==> src/rtl/step_ctrl.sv <==
// Step sequencer for the cellular-automaton engine.
// Turns synchronized slow_clk edges or single-step pulses into step_req/step_ack handshakes.
module step_ctrl #(
    parameter int CNT_W       = 16,
    parameter int SYNC_STAGES = 2
) (
    input  logic             clk_in,
    input  logic             rst_n,
    input  logic             slow_clk,
    input  logic             run,
    input  logic             single,
    output logic             step_req,
    input  logic             step_ack,
    output logic [CNT_W-1:0] gen_count,
    output logic             missed,
    input  logic             clr_missed
);

    typedef enum logic {
        IDLE = 1'b0,
        REQ  = 1'b1
    } state_t;

    state_t                 state_q, state_d;
    logic [SYNC_STAGES-1:0] sync_q;
    logic [SYNC_STAGES:0]   arm_q;
    logic                   prev_q;
    logic                   tick_q;
    logic                   single_q;
    logic                   single_ev_q;
    logic                   pending_q, pending_d;
    logic                   set_miss;
    logic                   inc;
    logic                   step_ev;

    // arm_q masks ticks until the sync chain holds post-reset samples
    always_ff @(posedge clk_in or negedge rst_n) begin
        if (!rst_n) begin
            sync_q      <= '0;
            arm_q       <= '0;
            prev_q      <= 1'b0;
            tick_q      <= 1'b0;
            single_q    <= 1'b0;
            single_ev_q <= 1'b0;
        end else begin
            sync_q      <= {sync_q[SYNC_STAGES-2:0], slow_clk};
            arm_q       <= {arm_q[SYNC_STAGES-1:0], 1'b1};
            prev_q      <= sync_q[SYNC_STAGES-1];
            tick_q      <= sync_q[SYNC_STAGES-1] & ~prev_q & arm_q[SYNC_STAGES];
            single_q    <= single;
            single_ev_q <= single & ~single_q;
        end
    end

    assign step_ev = (tick_q & run) | single_ev_q;

    always_comb begin
        state_d   = state_q;
        pending_d = pending_q;
        set_miss  = 1'b0;
        inc       = 1'b0;
        unique case (state_q)
            IDLE: begin
                if (step_ev | pending_q) begin
                    state_d   = REQ;
                    pending_d = step_ev & pending_q;
                end
            end
            REQ: begin
                if (step_ack) begin
                    state_d = IDLE;
                    inc     = 1'b1;
                end
                if (step_ev) begin
                    if (pending_q) set_miss = 1'b1;
                    else           pending_d = 1'b1;
                end
            end
            default: state_d = IDLE;
        endcase
    end

    always_ff @(posedge clk_in or negedge rst_n) begin
        if (!rst_n) begin
            state_q   <= IDLE;
            pending_q <= 1'b0;
            gen_count <= '0;
            missed    <= 1'b0;
        end else begin
            state_q   <= state_d;
            pending_q <= pending_d;
            if (inc) gen_count <= gen_count + CNT_W'(1);
            missed    <= set_miss | (missed & ~clr_missed);
        end
    end

    assign step_req = (state_q == REQ);

endmodule

==> config.mk <==
export PLATFORM = sky130hd
export DESIGN_NAME = step_ctrl
export DESIGN_NICKNAME = d
export VERILOG_FILES = /design/src/rtl/step_ctrl.sv
export SDC_FILE = /design/constraint.sdc
export NUM_CORES = 1
export LEC_CHECK = 0
export CAP_MARGIN = 10
export CORE_MARGIN = 5
export CORE_UTILIZATION = 35
export CTS_CLUSTER_SIZE = 14
export DETAILED_ROUTE_END_ITERATION = 12
export GPL_TIMING_DRIVEN = 0
export PLACE_DENSITY_LB_ADDON = 0.08
export SETUP_SLACK_MARGIN = 0.15
export SYNTH_ARGS = -nofsm -noshare
export SYNTH_HDL_FRONTEND = slang
export SYNTH_SLANG_ARGS = --single-unit
==> constraint.sdc <==
create_clock -name clk_in -period 1.6 [get_ports clk_in]
set_clock_uncertainty 0.2 [all_clocks]
set_input_delay 0.32 -clock clk_in [delete_from_list [all_inputs] [get_ports clk_in]]
set_output_delay 0.32 -clock clk_in [all_outputs]
set_load 0.01 [all_outputs]
Word level (Yosys, flattened, before mapping)
Cells that the tools add are included.
{"block": "word_totals", "elab_cells": 38, "out_inout_bits": 18, "regBits": 28, "inputBits": 7}
{"block": "classes", "reduce_logical": 1, "muxes": 11, "n_eq_ne": 2, "addsub": 1, "bitwise": 13}
{"cell": "$add 16x1->16 const B", "n": 1}
{"cell": "$mux 1", "n": 9}
{"cell": "$and 1x1->1", "n": 6}
{"cell": "$not 1->1", "n": 4}
{"cell": "$pmux 1 s2", "n": 2}
{"cell": "$or 1x1->1", "n": 3}
{"cell": "$ne 2x1->1 const B", "n": 1}
{"cell": "$ne 2x2->1 const B", "n": 1}
{"cell": "$reduce_and 2->1", "n": 1}

Depth between registers and ports, before layout
Gate-level depths: netlist of run 1.
{"block": "logic_depth", "ltp_word": 5, "mapped_depth": 5, "ltp_nobuf": 5}

Least setup slack after synthesis of run 1
OpenSTA, ideal clock, no wires.
{"block": "synth_timing", "kind": "reg2reg", "from": "register state_q (netlist: step_req)", "to": "register gen_count[12]", "t_required_ns": 1.274, "stages_incl_launch_ff": 5, "synth_period_minus_slack_ns": 1.539, "arrival_time_ns": 1.213, "setup_time_ns": 0.126, "path_slack_ns": 0.061, "n_path_buf": 0, "cell_sequence": "dfrtp_1 nand2_2 nor4_4 nand3_1 xnor2_1"}
{"block": "synth_via", "elab_chain_len": 1}
{"element": "start, declared", "line": "24", "text": "state_t state_q, state_d;"}
{"element": "start signal, assigned", "line": "90", "text": "state_q <= state_d;"}
{"element": "$mux 1", "line": "62", "text": "unique case (state_q)"}
{"element": "end signal, assigned", "line": "92", "text": "if (inc) gen_count <= gen_count + CNT_W'(1);"}
{"element": "end, declared", "line": "14", "text": "output logic [CNT_W-1:0] gen_count,"}
Every way passes these cells.
A chain may end at the register's enable or synchronous reset.

Worst setup path in the final report of run 1
{"block": "layout_timing", "from": "register state_q (netlist: step_req)", "to": "output port step_req"}
{"element": "end, declared", "line": "12", "text": "output logic step_req,"}
No word-level cell between the ends.

==> summary.txt, run 1 <==
Clock tree
  • Clock Sinks: 28
  • CTS root buffer: clkbuf_4
  • CTS Buf Count: 3
  • Clock transition at the registers of the reported paths: 0.15 ns
  • Max clock buf depth: 2
  • CTS tree: yes
  • Worst-Skew Late Latency: 0.33 ns
  • H-tree depth: 1

Critical path
  • CP Max Fanout: 2
  • CP arrival: 1.10 ns
  • Worst Path Required: 1.08 ns
  • CP endpoint kind: output pin
  • CP most frequent cell: buf_6
  • CP max stage cell: dfrtp_2
  • CP Class: flop to output pin
  • CP top delay family: flip-flops
  • Type of element launching the critical path: flop
  • WP buf/inv: 3
  • CP peak stage delay: 0.45 ns
  • Crit-path cells: buf_6, buf_6, buf_6

Final layout
  • Area of the multi-input gates: 454.2 sq um
  • ANT cells: 0
  • Area growth syn-to-layout: 67.06%
  • Largest register FFs: 16
  • Commonest non-fill, non-tap cell in the layout: buf_4
  • Final instance area: 1783 sq um
  • Register area: 708.2 sq um
  • Layout Nets: 155
  • Share of cells above drive strength 1: 54.11%
  • Most frequent cells in the layout: buf_4, dfrtp_1, buf_6
  • Layout fillers: 245
  • Biggest register: gen_count
  • Finished Layout Cells: 179
  • Biggest regs: gen_count: 16 flops, arm_q: 3 flops, sync_q: 2 flops

Synthesis
  • Netlist cell types: 22
  • Syn Inst Count: 80
  • Area leader, netlist: dfrtp_1
  • Number of synthesized register bits: 28
  • Post-synthesis cell area: 1067 sq um
  • Post-Syn Area per Cell: 13.34 sq um
  • Yosys warning count: 0
  • Synth top area share: 65.65%
  • Top post-synthesis cells by area: dfrtp_1, xnor2_1, xor2_1, nand3_1, nand2_1
  • Post-synthesis net count: 88
  • Sequential area share after synthesis: 65.65%

Power
  • Pwr/cell area: 1476 nW/um^2
  • LEAKAGE: 0.9023 nW
  • Total Power: 2.632 mW
  • VDD IR max: 1071 uV

Floorplan
  • Die Width: 65.22 um
  • I/O Pins: 25
  • Starting density of the core: 35.84%
  • Die area: 4254 sq um
  • FP Rows: 20
  • Core region area: 2978 sq um
  • Die Ht: 65.22 um

Job
  • Max cap viols: 0

STA
  • Worst slew pin tran: 0.6123 ns
  • Setup WS post-layout: -0.02055 ns
  • Fin crit period: 1.621 ns
  • Unrepaired setup endpoints after global routing: true
  • Final Hold Violating Endpoints: 0
  • Final period utilization: 101.3%
  • Slew margin rel.: 59.18%
  • Finish-stage setup viols: 2
  • Final slew viol count: 0
  • Max frequency: 0.6171 GHz

Drt
  • Via count: 812
  • DRC Markers: 0
  • WL per Instance: 13.21 um
  • Vias per cell: 4.536
  • DRT iter0 DRCs: 33
  • Routed WL: 2.364 mm
  • DRT Pass-1 Iters: 2
  • Antenna-violating nets left: 0

Global route
  • Initial antenna violation count: 0
  • GRT Total Usage: 12.03%
  • First-pass GRT wire length: 3.926 mm
  • Vias in the first global route: 867
  • Largest net degree at the start of global routing: 29
  • Congestion Overflow GR: 0

Outcome
  • Outcome: finished with violations
  • Failing checks: negative setup slack

Place
  • Hpwl dp: 1.293 mm
  • Placed instance area: 1378 sq um
  • GPL Wtd Cong: 0.7434
  • Input/output buffers: 24
  • Placed cell count: 137

Worst hold path
  • Min-delay worst type: flop to flop
==> cells by family (layout without fill, tap and decap cells) <==
group           count (synthesis)  in the layout  share of synthesized area (%)
compound gates                  4              4                          2.227
simple gates                   29             29                          16.88
buf+inv                         1             67                         0.3514
xor+xnor                       15             15                          12.31
flops                          28             28                          65.65
mux                             1              1                          1.055
other cells                     1              1                         0.3514
fa+ha+maj                       1              1                          1.172
==> synthesized netlist by cell type, drive strengths merged <==
cell type	n
nor4	2
a21boi	1
o22ai	1
nor2	5
nand2	7
a21oi	1
nand3	7
mux2	1
ha	1
nand4	3
o21ai	1
conb	1
xnor2	10
and3	3
inv	1
nor2b	1
nor4b	1
xor2	5
dfrtp	28
==> power by group <==
group | leakage, nW | internal, mW | switching, mW | total (mW)
sequential | 0.351 | 0.837 | 0.0796 | 0.917
clock | 0.0279 | 0.253 | 0.212 | 0.465
combinational | 0.524 | 0.729 | 0.521 | 1.25
==> metrics by stage <==
stage	setup slack [ns]	hold WS, ns	util (%)	setup TNS [ns]
final	-0.02055	0.1675	59.87	-0.03536
after global routing	-0.09627	0.1780	59.87	-0.5541
after CTS	-0.02756	0.1689	54.37	-0.07852
after detailed placement	-0.5054	0.1347	46.26	-15.60
after global placement	-0.4929	0.1320	46.26	-15.19
after floorplan	0.1167	-0.1756	-	0
==> worst reg2reg max path, delay by kind of cell, from the launching register on <==
family                 cells  cell delay [ns]
XOR/XNOR                   1             0.14
buffers and inverters      1             0.15
flip-flops                 1             0.40
AND/OR/NAND/NOR            3             0.63
==> area by class of cell <==
type | count | share of cell area (%)
Tap cell | 33 | 2.316
Clock buffer | 3 | 1.263
Clock inverter | 1 | 1.684
Inverter | 1 | 0.2105
Timing Repair Buffer | 62 | 29.33
Sequential cell | 28 | 39.72
Multi-Input combinational cell | 51 | 25.47
==> worst paths after layout <==
check / to / cells after the start / slack, ns / from
hold reg to reg: sync_q[1]$_DFF_PN0_ / 0 / 0.17 / sync_q[0]$_DFF_PN0_
setup reg to reg: gen_count[15]$_DFFE_PN0P_ / 5 / -0.01 / gen_count[3]$_DFFE_PN0P_
setup / recovery: step_req / 3 / -0.02 / step_req$_DFF_PN0_
max in group asynchronous: step_req$_DFF_PN0_ / 2 / 0.46 / rst_n
min in group asynchronous: gen_count[12]$_DFFE_PN0P_ / 2 / 0.31 / rst_n
hold / removal: sync_q[1]$_DFF_PN0_ / 0 / 0.17 / sync_q[0]$_DFF_PN0_
==> repair_timing <==
action / CTS / global route
pin swaps: 14 / 10
resized for setup: 87 / 20
setup buffers: 27 / 10
endpoints found under the setup margin: 56 / 18
hold buffers: 0 / 1
hold endpoints to repair: 0 / 28
==> routing by layer <==
metal / up-vias / track usage [%] / share of wire, %
met5: - / 0 / 0
li1: 402 / - / -
met2: 16 / 19.97 / 47
met1: 392 / 14.96 / 47
met4: 0 / 4.663 / 0.72
met3: 2 / 3.077 / 5.8
Note: power is estimated with default switching activity, not from simulation.
==> inputs of run 2 (changes only) <==
CTS_CLUSTER_DIAMETER = 120   (was default)
==> results of run 2 <==
Final layout, timing and power as in run 1 (identical DEF).
